$ cat src/rtl/sched_pkg.sv
// sched_pkg: shared state encoding, LFSR constants and helpers for the transition scheduler
package sched_pkg;
    typedef enum logic [1:0] {IDLE, RUN, SETTLE, PAUSE} state_t;
    localparam logic [15:0] lfsr_taps = 16'hB400;
    localparam logic [15:0] seed_zero_sub = 16'h0001;
    function automatic int idle_code(input int n);
        return n;
    endfunction
    function automatic logic [15:0] lfsr_step(input logic [15:0] l);
        return (l >> 1) ^ (l[0] ? lfsr_taps : 16'h0000);
    endfunction
endpackage

$ cat src/rtl/rr_pick.sv
// rr_pick: finds the first set request at or above a start offset, wrapping at N
module rr_pick #(
    parameter int N = 8,
    parameter int ENA_W = $clog2(N + 1)
) (
    input  logic [N-1:0]     req,
    input  logic [ENA_W-1:0] off,
    output logic [ENA_W-1:0] idx,
    output logic             found
);
    logic [N-1:0]     rot;
    logic [ENA_W-1:0] p;
    logic [ENA_W:0]   wrap;
    assign rot = N'({req, req} >> off);
    assign found = |req;
    // rotate so the offset sits at bit 0, take the lowest set bit, then rotate the index back
    always_comb begin
        p = '0;
        for (int i = N - 1; i >= 0; i--) p = rot[i] ? ENA_W'(i) : p;
        wrap = {1'b0, off} + {1'b0, p};
        idx = (wrap >= (ENA_W + 1)'(N)) ? ENA_W'(wrap - (ENA_W + 1)'(N)) : ENA_W'(wrap);
    end
endmodule

$ cat src/rtl/transition_scheduler.sv
// transition_scheduler: picks and fires one excited transition per fire/settle pair
module transition_scheduler
    import sched_pkg::*;
#(
    parameter int N = 8,
    parameter int NI = 2,
    parameter int ENA_W = $clog2(N + 1),
    parameter int CNT_W = 16
) (
    input  logic             clk,
    input  logic             reset,
    input  logic [N-1:0]     excited,
    input  logic             env_en,
    input  logic             mode,
    input  logic [15:0]      seed,
    input  logic             start,
    input  logic             step,
    input  logic [CNT_W-1:0] budget,
    output logic [ENA_W-1:0] ena,
    output logic [CNT_W-1:0] fired,
    output logic             busy,
    output logic             quiescent,
    output logic             done
);
    localparam logic [ENA_W-1:0] idle = ENA_W'(idle_code(N));
    localparam logic [N-1:0] in_mask = N'((64'd1 << NI) - 64'd1);
    state_t           state;
    logic             stepping;
    logic [ENA_W-1:0] ptr;
    logic [15:0]      lfsr;
    logic [31:0]      rem;
    logic [N-1:0]     req;
    logic [ENA_W-1:0] off;
    logic [ENA_W-1:0] win;
    logic             found;
    assign req = env_en ? excited : excited & ~in_mask;
    assign quiescent = ~|req;
    assign busy = (state == RUN) || (state == SETTLE);
    assign off = mode ? ENA_W'(rem) : ptr;
    // lfsr mod N by restoring conditional subtraction, unrolled into one cycle
    always_comb begin
        rem = {16'h0000, lfsr};
        for (int k = 15; k >= 0; k--) rem = (rem >= (32'(N) << k)) ? rem - (32'(N) << k) : rem;
    end
    rr_pick #(.N(N), .ENA_W(ENA_W)) pick (
        .req   (req),
        .off   (off),
        .idx   (win),
        .found (found)
    );
    // run control: start restarts from anywhere, step drives one RUN/SETTLE pair then parks in PAUSE
    always_ff @(posedge clk or posedge reset) begin
        if (reset) begin
            state <= IDLE;
            stepping <= 1'b0;
            ptr <= '0;
            lfsr <= seed_zero_sub;
            ena <= idle;
            fired <= '0;
            done <= 1'b0;
        end else begin
            done <= 1'b0;
            if (start) begin
                state <= RUN;
                stepping <= 1'b0;
                ptr <= '0;
                lfsr <= (seed == 16'h0000) ? seed_zero_sub : seed;
                ena <= idle;
                fired <= '0;
            end else begin
                case (state)
                    IDLE: begin
                        state <= step ? RUN : IDLE;
                        stepping <= step ? 1'b1 : stepping;
                    end
                    RUN: begin
                        lfsr <= lfsr_step(lfsr);
                        if (!found) begin
                            state <= IDLE;
                            stepping <= 1'b0;
                            done <= 1'b1;
                        end else begin
                            state <= SETTLE;
                            ena <= win;
                            fired <= (&fired) ? fired : fired + CNT_W'(1);
                            ptr <= (win == ENA_W'(N - 1)) ? '0 : win + ENA_W'(1);
                        end
                    end
                    SETTLE: begin
                        ena <= idle;
                        if (budget != '0 && fired == budget) begin
                            state <= IDLE;
                            stepping <= 1'b0;
                            done <= 1'b1;
                        end else begin
                            state <= stepping ? PAUSE : RUN;
                        end
                    end
                    PAUSE: state <= step ? RUN : PAUSE;
                    default: state <= IDLE;
                endcase
            end
        end
    end
endmodule

$ cat config.mk
export PLATFORM = sky130hd
export DESIGN_NAME = transition_scheduler
export DESIGN_NICKNAME = d
export VERILOG_FILES = /design/src/rtl/sched_pkg.sv /design/src/rtl/rr_pick.sv /design/src/rtl/transition_scheduler.sv
export SDC_FILE = /design/constraint.sdc
export NUM_CORES = 1
export LEC_CHECK = 0
export CAP_MARGIN = 20
export CORE_ASPECT_RATIO = 2
export CORE_MARGIN = 2
export CORE_UTILIZATION = 57
export CTS_BUF_LIST = sky130_fd_sc_hd__clkbuf_4
export DETAILED_ROUTE_END_ITERATION = 10
export HOLD_SLACK_MARGIN = 0.06
export PLACE_DENSITY = 0.91
export SYNTH_ARGS = -nofsm -noshare
export SYNTH_HDL_FRONTEND = slang
export SYNTH_HIERARCHICAL = 1
export SYNTH_SLANG_ARGS = --single-unit
$ cat constraint.sdc
create_clock -name clk -period 16 [get_ports clk]
set_input_delay 3.2 -clock clk [delete_from_list [all_inputs] [get_ports clk]]
set_output_delay 3.2 -clock clk [all_outputs]
set_load 0.01 [all_outputs]
# [After elaboration in Yosys (flattened, before gate mapping)]
# Cells that the tools add are included.
[totals] wordCells=121 mem_count=0 mem_bits_rw=0 romBits=0 out_inout_bits=23 latchBits=0 regBits=44 inputBits=46
[classes] n_shift=1 n_bitwise=1 mux=55 addsub=17 n_reduce_logical=16 mul=0 eq_ne=10 div=0 n_lt_le_gt_ge=14
[ops] op="32-bit two-way mux" n=12
[ops] op="16-bit two-way mux" n=8
[ops] op="4-bit two-way mux" n=16
[ops] op="32-bit by 10-bit greater-or-equal comparator with 1-bit output, second input constant" n=1
[ops] op="32-bit by 11-bit greater-or-equal comparator with 1-bit output, second input constant" n=1
[ops] op="32-bit by 12-bit greater-or-equal comparator with 1-bit output, second input constant" n=1
[ops] op="32-bit by 13-bit greater-or-equal comparator with 1-bit output, second input constant" n=1
[ops] op="32-bit by 14-bit greater-or-equal comparator with 1-bit output, second input constant" n=1
[ops] op="32-bit by 15-bit greater-or-equal comparator with 1-bit output, second input constant" n=1
[ops] op="32-bit by 4-bit greater-or-equal comparator with 1-bit output, second input constant" n=1
[ops] op="32-bit by 5-bit greater-or-equal comparator with 1-bit output, second input constant" n=1
[ops] op="32-bit by 6-bit greater-or-equal comparator with 1-bit output, second input constant" n=1
[ops] op="32-bit by 7-bit greater-or-equal comparator with 1-bit output, second input constant" n=1
[ops] op="32-bit by 8-bit greater-or-equal comparator with 1-bit output, second input constant" n=1
[ops] op="32-bit by 9-bit greater-or-equal comparator with 1-bit output, second input constant" n=1
[ops] op="32-bit by 10-bit subtractor with 32-bit output, second input constant" n=1
[ops] op="32-bit by 11-bit subtractor with 32-bit output, second input constant" n=1
[ops] op="32-bit by 12-bit subtractor with 32-bit output, second input constant" n=1
[ops] op="32-bit by 13-bit subtractor with 32-bit output, second input constant" n=1
[ops] op="32-bit by 14-bit subtractor with 32-bit output, second input constant" n=1
[ops] op="32-bit by 15-bit subtractor with 32-bit output, second input constant" n=1
[ops] op="32-bit by 5-bit subtractor with 32-bit output, second input constant" n=1
[ops] op="32-bit by 6-bit subtractor with 32-bit output, second input constant" n=1
[ops] op="32-bit by 7-bit subtractor with 32-bit output, second input constant" n=1
[ops] op="39 further kinds" n=57

# [Depth between registers and ports, before layout]
# Gate-level depths: netlist of run 1.
[logic_depth] word_depth=44 mapped_depth=79 mapped_depth_nobuf=74

# [Cells and area by module]
# The synthesis of run 1 kept the hierarchy.
[modules_own_cells] mod="transition_scheduler" seq_area_each_um2=1103.6 area_per_inst_um2=9210.1 cells_each=1249 n_inst=1
[modules_own_cells] mod="rr_pick" seq_area_each_um2=0.0 area_per_inst_um2=575.6 cells_each=65 n_inst=1

# [Worst setup path before layout of run 1]
# No wires, ideal clock.
[synth_path] path_type="register to register" start="register lfsr[14]" end="register ptr[3]" stages_incl_launch_ff=74 n_path_buf=6 synth_period_minus_slack_ps=15354 slack_ps=646 required_time_ps=15865 setup_time_ps=135 arrival_time_ps=15218 cell_sequence="dfrtp_1 > buf_2 > inv_1 > ha_1 > ha_1 > clkbuf_1 > inv_1 > nor2_2 > a21oi_1 > ha_1 > clkbuf_1 > o211ai_1 > a21o_1 > a21oi_1 > nor4b_1 > o31a_1 > o21a_1 > nor4_4 > (+38 left out) > or3_1 > nor4_1 > mux2i_1 > o2111a_1 > a211oi_1 > xor2_1 > a41oi_2 > nor2b_1 > mux4_2 > a22oi_2 > a21o_1 > nand2_1 > ha_1 > fa_1 > xor2_1 > nand3_1 > a211oi_1 > nor3_1"
[synth_between] elab_chain_len=44 elab_cells_between_ends=59 classes_between="add/sub (16); order compare (14); eq/ne (1); shift (1); mux (27)"
[synth_lines] element="start, declared" line="transition_scheduler.sv:30" rtl="logic [15:0] lfsr;"
[synth_lines] element="start signal, assigned" line="transition_scheduler.sv:57" rtl="lfsr <= seed_zero_sub;"
[synth_lines] element="start signal, assigned" line="transition_scheduler.sv:67" rtl="lfsr <= (seed == 16'h0000) ? seed_zero_sub : seed;"
[synth_lines] element="start signal, assigned" line="transition_scheduler.sv:77" rtl="lfsr <= lfsr_step(lfsr);"
[synth_lines] element="16-bit by 16-bit subtractor with 17-bit output or 16-bit greater-or-equal comparator (tied branches)" line="transition_scheduler.sv:43" rtl="for (int k = 15; k >= 0; k--) rem = (rem >= (32'(N) << k)) ? rem - (32'(N) << k) : rem;"
[synth_lines] element="32-bit two-way mux (*)" line="transition_scheduler.sv:43"
[synth_lines] element="32-bit by 15-bit subtractor with 32-bit output or 32-bit by 15-bit greater-or-equal comparator with 1-bit output (tied branches)" line="transition_scheduler.sv:43"
[synth_lines] element="32-bit two-way mux (*)" line="transition_scheduler.sv:43"
[synth_lines] element="32-bit by 14-bit subtractor with 32-bit output or 32-bit by 14-bit greater-or-equal comparator with 1-bit output (tied branches)" line="transition_scheduler.sv:43"
[synth_lines] element="32-bit two-way mux (*)" line="transition_scheduler.sv:43"
[synth_lines] element="32-bit by 13-bit subtractor with 32-bit output or 32-bit by 13-bit greater-or-equal comparator with 1-bit output (tied branches)" line="transition_scheduler.sv:43"
[synth_lines] element="32-bit two-way mux (*)" line="transition_scheduler.sv:43"
[synth_lines] element="(+19 left out)"
[synth_lines] element="via off[3]" line="transition_scheduler.sv:33" rtl="logic [ENA_W-1:0] off;"
[synth_lines] element="(+10 left out)"
[synth_lines] element="4-bit subtractor or 5-bit by 4-bit greater-or-equal comparator with 1-bit output (tied branches)" line="rr_pick.sv:21" rtl="idx = (wrap >= (ENA_W + 1)'(N)) ? ENA_W'(wrap - (ENA_W + 1)'(N)) : ENA_W'(wrap);"
[synth_lines] element="4-bit two-way mux (*)" line="rr_pick.sv:21"
[synth_lines] element="via win[2]" line="transition_scheduler.sv:34" rtl="logic [ENA_W-1:0] win;"
[synth_lines] element="4-bit by 1-bit adder with 4-bit output or 4-bit by 3-bit equality test with 1-bit output (tied branches)" line="transition_scheduler.sv:86" rtl="ptr <= (win == ENA_W'(N - 1)) ? '0 : win + ENA_W'(1);"
[synth_lines] element="4-bit two-way mux (*)" line="transition_scheduler.sv:86"
[synth_lines] element="4-bit two-way mux (*)" line="transition_scheduler.sv:78" rtl="if (!found) begin"
[synth_lines] element="4-bit two-way mux (*)" line="transition_scheduler.sv:71" rtl="case (state)"
[synth_lines] element="4-bit two-way mux (*)" line="transition_scheduler.sv:63" rtl="if (start) begin"
[synth_lines] element="end signal, assigned" line="transition_scheduler.sv:86"
[synth_lines] element="end, declared" line="transition_scheduler.sv:29" rtl="logic [ENA_W-1:0] ptr;"
# The timed path passes the listed nets; every way through them passes the cells marked *. The select of a mux whose other input is x is not followed.
# A chain may end at the register's enable or synchronous reset.

# [Worst setup path after layout of run 1]
# Ends and elaborated chain as after synthesis.

==> flow_metrics.tcl, run 1 <==
set metrics [dict create \
    outcome "completed" \
    fmax_ghz 0.0655 \
    drc_errors 0 \
    coreArea_sq_um 16800 \
    setup_tns_ns 0 \
    yosysTopAreaCell "dfrtp_1" \
    num_rows 67 \
    arrival_ns 15.49 \
    antenna_found_initial 2 \
    seqCellArea_sq_um 1100 \
    maxCapViolations 0 \
    yosysMostFrequentCell "nor2_1" \
    path_delay_family "compound AO/OA/AOI/OAI gates" \
    io_buffers 68 \
    netlist_area_sq_um 9790 \
    cellLeakagePower_nw 4.26 \
    place_congestion 1.12 \
    die_area_sq_um 18300 \
    worst_slew_pin_slew_ns 1.09 \
    crit_type "reg -> reg" \
    ys_types 136 \
    die_h_um 189 \
    vias 12200 \
    fin_worst_skew_ns 0.0131 \
    critPathMaxFanout 8 \
    hold_violations 0 \
    synthTopCellsByCount "nor2_1 (136), nand2_1 (122), a21oi_1 (77)" \
    placed_area_sq_um 11200 \
    r2r_end "ptr[3]" \
    drt_iter0_markers 997 \
    yosysWarnings 6 \
    timing.rr.start "lfsr[14]" \
    holdPathStages 2 \
    viasPerCell 7.36 \
    syn2layout_area_growth_pct 18.0 \
    min_to "ptr[1]" \
    grt-ovfl-total 0 \
    dpl.hpwl_um 30300 \
    irDropWorstVdd_mv 0.170 \
    multi_input_area_sq_um 8450 \
    track_usage_pct 40.6 \
    nets 1517 \
    drive_gt1_share_pct 18.5 \
    cts_made_buffers 5 \
    cts_max_level 2 \
    final_area_sq_um 11500 \
    start_util_pct 58.4 \
    finalPower_mw 1.79 \
    final-instance-count-excl-fill 1653 \
    cp-start-kind "register" \
    die_w_um 96.7 \
    nFillCells 1406 \
    power_density_nw_per_um2 155 \
    path_clk_slew_ns 0.13 \
    synth_top_area_share_pct 10.7 \
    synth_edf_count 0 \
    cpPeakStageDelay_ns 0.51 \
    dp_cells 1633 \
    cts_tree "built" \
    syn_area_per_cell_sq_um 7.45 \
    worstPathRequired_ns 16.23 \
    slew_headroom_pct 27.2 \
    fin_crit_sh_pct 95.4 \
    numClockSinks 44 \
    syn_inst 1314 \
    synth-seq-area-share_pct 11.3 \
    grt_pass1_wl_um 60400 \
    cp_num_buf_inv 10 \
    cpMostUsedCell "ha_1" \
    setup_violations 0 \
    cts_root_buffer "clkbuf_4" \
    cts.hold.buffers_added 0 \
    slowest_stage "or3b_1" \
    wl_per_cell_um 23.5 \
    synth-seq-cells 44 \
    clockBufferDepth 2 \
    ant_nets 0 \
    worstHoldStart "ptr[1]" \
    fin_crit_ns 15.26 \
    grt_max_degree 61 \
    hold_class "reg -> reg" \
    r2r_slack_ns 0.74 \
    grt_pass1_vias 12100 \
    finalMaxSlewViolations 0 \
    drt_pass1_iterations 8 \
    end_kind "register" \
    synthArstFlopShare_pct 100 \
    clkLatencyLatePin_ns 0.38 \
    n_antenna_cell 0 \
    routed_wl_um 38800 \
    synthFlopType "dfrtp_1" \
    ff2ff_path_depth 72 \
    pin_count 69 \
    synth_area_leaders "dfrtp_1 (11%), nor2_1 (5.2%), nand2_1 (4.7%)" \
]
state kept, by name, indices dropped and copies added (netlist names):
signal and flops:
fired 16, lfsr 16, ena 4, ptr 4, state 2, done 1
stepping 1
layer usage:
layer,GRT usage (%),part of all wire [%],vias to the layer above
met1,36.0,30,5628
met2,73.8,50,827
met3,8.34,7.7,350
met5,0,0.034,-
li1,-,-,5360
met4,39.4,12,2
worst max-delay path by stage:
stage	start	endpoint	slack, ns	cells after the start
floorplan	lfsr[14]	ptr[3]	0.65	73
CTS	lfsr[14]	ptr[0]	0.49	70
detailed placement	lfsr[14]	ptr[0]	0.53	70
global placement	lfsr[14]	ptr[0]	0.96	69
global route	lfsr[14]	ptr[0]	-0.10	74
finish	lfsr[14]	ptr[3]	0.74	72
cell families (layout without fill, tap and decap cells):
| kind of cell | after synthesis | in the layout | share of synthesized area [%] |
|---|---|---|---|
| AOI/OAI and AO/OA | 440 | 440 | 35.4 |
| xor gates and xnor gates | 77 | 77 | 6.89 |
| adders and majority gates | 25 | 25 | 3.27 |
| buffers and inverters | 95 | 223 | 4.58 |
| DFF | 44 | 44 | 11.3 |
| muxes | 45 | 45 | 5.74 |
| other | 1 | 5 | 0.0383 |
| and+or+nand+nor | 587 | 587 | 32.8 |
through the flow:
| stage | util (%) | worst slack (ns) | hold slack [ns] |
|---|---|---|---|
| CTS | 67.1 | 0.493 | 0.538 |
| detailed placement | 66.5 | 0.532 | 0.519 |
| global route | 68.9 | -0.103 | 0.567 |
| global placement | 66.5 | 0.961 | 0.504 |
| finish | 68.9 | 0.742 | 0.546 |
| floorplan | - | 0.646 | 0.479 |
area by class of cell:
cell class / instances / share of cell area, %
repair buffers: 174 / 12.8
clock inverters: 2 / 0.520
flip-flops and latches: 44 / 9.57
well taps: 207 / 2.24
inverters: 42 / 1.36
multi-input cells: 1179 / 73.1
clock buffers: 5 / 0.325
cell usage in the layout, fill, tap and decap left out, types with 24 or more instances in the layout:
cell	synthesis	final
a31oi_1	25	24
nor3_1	45	43
xor2_1	28	28
o211ai_1	24	24
nand4_1	30	30
inv_1	39	38
mux2i_1	27	26
buf_4	8	104
o21ai_0	64	58
a21oi_1	77	77
clkdlybuf4s50_1	0	67
xnor2_1	49	49
dfrtp_1	42	41
nor2_1	136	131
nand2_1	122	122
nand3_1	47	47
where the power goes:
part	switching (mW)	total (mW)	internal [mW]	leakage (nW)
logic	0.966	1.54	0.577	3.65
registers	0.0267	0.161	0.134	0.568
clock network	0.0368	0.0846	0.0478	0.0513
worst min-delay path, cell delays in order (launching register included):
cell and delay, ns:
dfrtp_1 0.40, nand2_1 0.06, a21oi_1 0.06
what timing repair did:
action                     in CTS  in global routing
resized for setup               0                 44
setup buffers                   0                 12
setup endpoints to repair       0                  8
No activity file was read; power rests on OpenSTA's default activity.
==> run 2: changes to the inputs <==
Settings changed: CORE_MARGIN 2 to default.
==> flow_metrics.tcl, run 2 <==
set metrics [dict create \
    cts_resized 0 \
    pin_count 69 \
    yosysTopAreaCell "dfrtp_1" \
    cts_max_level 2 \
    cts_root_buffer "clkbuf_4" \
    synth_top_area_share_pct 10.7 \
    cts_made_buffers 5 \
    grt-ovfl-total 6 \
    stop_stage "global routing (5_1_grt)" \
    io_buffers 68 \
    die_w_um 94.7 \
    synthArstFlopShare_pct 100 \
    synth_edf_count 0 \
    netlist_area_sq_um 9790 \
    cts_setup_buffers 0 \
    start_util_pct 58.4 \
    die_h_um 187 \
    synthTopCellsByCount "nor2_1 (136), nand2_1 (122), a21oi_1 (77)" \
    syn_area_per_cell_sq_um 7.45 \
    num_rows 67 \
    outcome "aborted with a tool error" \
    yosysWarnings 6 \
    dpl.hpwl_um 30100 \
    place_congestion 1.15 \
    synth_area_leaders "dfrtp_1 (11%), nor2_1 (5.2%), nand2_1 (4.7%)" \
    grt_pass1_wl_um 67100 \
    synth-seq-cells 44 \
    place_ws_ns 0.374 \
    synth-seq-area-share_pct 11.3 \
    yosysMostFrequentCell "nor2_1" \
    cts.hold.buffers_added 0 \
    track_usage_pct 49.2 \
    clockBufferDepth 2 \
    numClockSinks 44 \
    stop_error "[ERROR GRT-0116] Global routing finished with congestion. Check the congestion regions in the DRC Viewer." \
    grt_max_degree 61 \
    synthFlopType "dfrtp_1" \
    grt_pass1_vias 12800 \
    syn_inst 1314 \
    ys_types 136 \
]
## run 2: cells by family after synthesis
group                    synth area share (%)
AND/OR/NAND/NOR                          32.8
adder cells (fa/ha/maj)                  3.27
multiplexers                             5.74
flip-flops                               11.3
other                                  0.0383
buffers and inverters                    4.58
AO/OA/AOI/OAI                            35.4
XOR/XNOR                                 6.89
## run 2: layer usage
layer / overflow / global-route usage (%)
met5: 0 / 1.79
met4: 4 / 49.0
met3: 0 / 26.5
met2: 2 / 75.4
met1: 0 / 43.6
## run 2: through the flow
step                cells  hold slack, ns  util [%]  cell area, sq um
global placement     1617           0.503      65.7             11000
detailed placement   1617           0.516      65.7             11000
CTS                  1625           0.534      66.2             11100
floorplan            1318           0.479         -              9800
==> run 3: changes to the inputs <==
Settings changed: CORE_ASPECT_RATIO 2 to default, CORE_UTILIZATION 57 to 40, CTS_BUF_LIST sky130_fd_sc_hd__clkbuf_4 to default, HOLD_SLACK_MARGIN 0.06 to default, PLACE_DENSITY 0.91 to default, PLACE_DENSITY_LB_ADDON from default to 0.15.
Clock period 16 ns to 20.8 ns, I/O delays scaled along.
==> flow_metrics.tcl, run 3 (synthesized netlist as in run 1, its figures left out) <==
set metrics [dict create \
    fmax_ghz 0.0535 \
    multi_input_area_sq_um 8250 \
    die_area_sq_um 25100 \
    routed_wl_um 32300 \
    cp-start-kind "register" \
    whs_ns 0.514 \
    clockBufferDepth 2 \
    fin_crit_ns 18.68 \
    coreArea_sq_um 23800 \
    grt_pass1_vias 9989 \
    ant_nets 0 \
    reg_top3 "fired x16, lfsr x16" \
    die_h_um 158 \
    drive_gt1_share_pct 10.7 \
    io_buffers 68 \
    cellLeakagePower_nw 3.77 \
    final_cell_mix "nor2_1 (136), nand2_1 (122), a21oi_1 (77)" \
    worst_slew_pin_slew_ns 1.07 \
    path_clk_slew_ns 0.06 \
    cts_max_level 2 \
    grt_setup_unrepaired "false" \
    pin_count 69 \
    cts_setup_buffers 0 \
    nets 1418 \
    start_util_pct 41.2 \
    n_antenna_cell 0 \
    numClockSinks 44 \
    end_kind "register" \
    hold_class "reg -> reg" \
    cts_tree "built" \
    outcome "completed" \
    place_congestion 0.930 \
    finalMaxSlewViolations 0 \
    critPathMaxFanout 15 \
    cts.hold.buffers_added 0 \
    maxCapViolations 0 \
    cpPeakStageDelay_ns 0.67 \
    vias 10800 \
    track_usage_pct 26.0 \
    slowest_stage "nor3b_1" \
    grt-ovfl-total 0 \
    grt_pass1_wl_um 53000 \
    viasPerCell 6.45 \
    final_common_cell "nor2_1" \
    cts_resized 0 \
    setup_violations 0 \
    crit_type "reg -> reg" \
    syn2layout_area_growth_pct 10.1 \
    fin_crit_sh_pct 89.8 \
    worstPathRequired_ns 20.93 \
    arrival_ns 18.81 \
    nFillCells 2457 \
    drt_iter0_markers 848 \
    setup_tns_ns 0 \
    power_density_nw_per_um2 114 \
    dpl.hpwl_um 26000 \
    num_rows 56 \
    finalPower_mw 1.22 \
    antenna_found_initial 0 \
    irDropWorstVdd_mv 0.0652 \
    die_w_um 158 \
    wl_per_cell_um 19.4 \
    cts_made_buffers 5 \
    hold_violations 0 \
    slew_headroom_pct 28.9 \
    grt_max_degree 61 \
    drt_pass1_iterations 6 \
    drc_errors 0 \
    clkLatencyLatePin_ns 0.29 \
    seqCellArea_sq_um 1100 \
    cts_root_buffer "clkbuf_16" \
    fin_worst_skew_ns 0.00640 \
]
==> run 3: power by group <==
part           internal [mW]  leakage, nW  switching, mW
registers              0.103        0.569         0.0295
logic                  0.368         3.13          0.646
clock network         0.0436       0.0657         0.0334
total                  0.514         3.77          0.709
==> run 3: layout make-up <==
class / count / area share [%]
multi-input combinational: 1179 / 76.6
sequential: 44 / 10.2
timing repair buffer: 75 / 6.76
tap: 319 / 3.70
inverter: 42 / 1.46
clock buffer: 5 / 1.16
clock inverter: 2 / 0.116
==> run 3: critical path: cells and delay by family (launching register included) <==
| kind | cells | cell delay, ns |
|---|---|---|
| AOI/OAI and AO/OA | 22 | 6.05 |
| DFF | 1 | 0.58 |
| muxes | 2 | 0.87 |
| and+or+nand+nor | 25 | 6.26 |
| adders and majority gates | 9 | 2.64 |
| buffers and inverters | 8 | 1.17 |
| xor gates and xnor gates | 4 | 0.86 |
==> run 3: path summary, 6_finish.rpt <==
path	start	cells after the start	slack, ns	to
max	lfsr[14]	70	2.12	ptr[3]
min	ptr[0]	2	0.51	ptr[0]
max reg2reg	lfsr[14]	70	2.12	ptr[3]
min reg2reg	ptr[0]	2	0.51	ptr[0]
max in group asynchronous	reset	2	15.82	ptr[2]
min in group asynchronous	reset	2	4.40	fired[2]
==> run 3: metrics by stage <==
| step | utilization [%] | area (sq um) | worst slack, ns | std cells |
|---|---|---|---|---|
| after global placement | 44.8 | 10600 | 2.62 | 1659 |
| after CTS | 45.4 | 10800 | 2.44 | 1666 |
| after detailed placement | 44.8 | 10600 | 2.54 | 1659 |
| final | 45.4 | 10800 | 2.12 | 1666 |
| after floorplan | - | 9800 | 5.45 | 1318 |
| after global routing | 45.4 | 10800 | 0.483 | 1666 |
==> run 3: per-layer routing <==
layer | wire (um) | part of all wire [%] | track usage, % | vias to the layer above
met5 | 0 | 0 | 0 | -
met4 | 826 | 2.6 | 7.46 | 0
li1 | - | - | - | 5173
met3 | 1780 | 5.5 | 2.23 | 55
met1 | 14900 | 46 | 36.0 | 5118
met2 | 14800 | 46 | 42.9 | 406
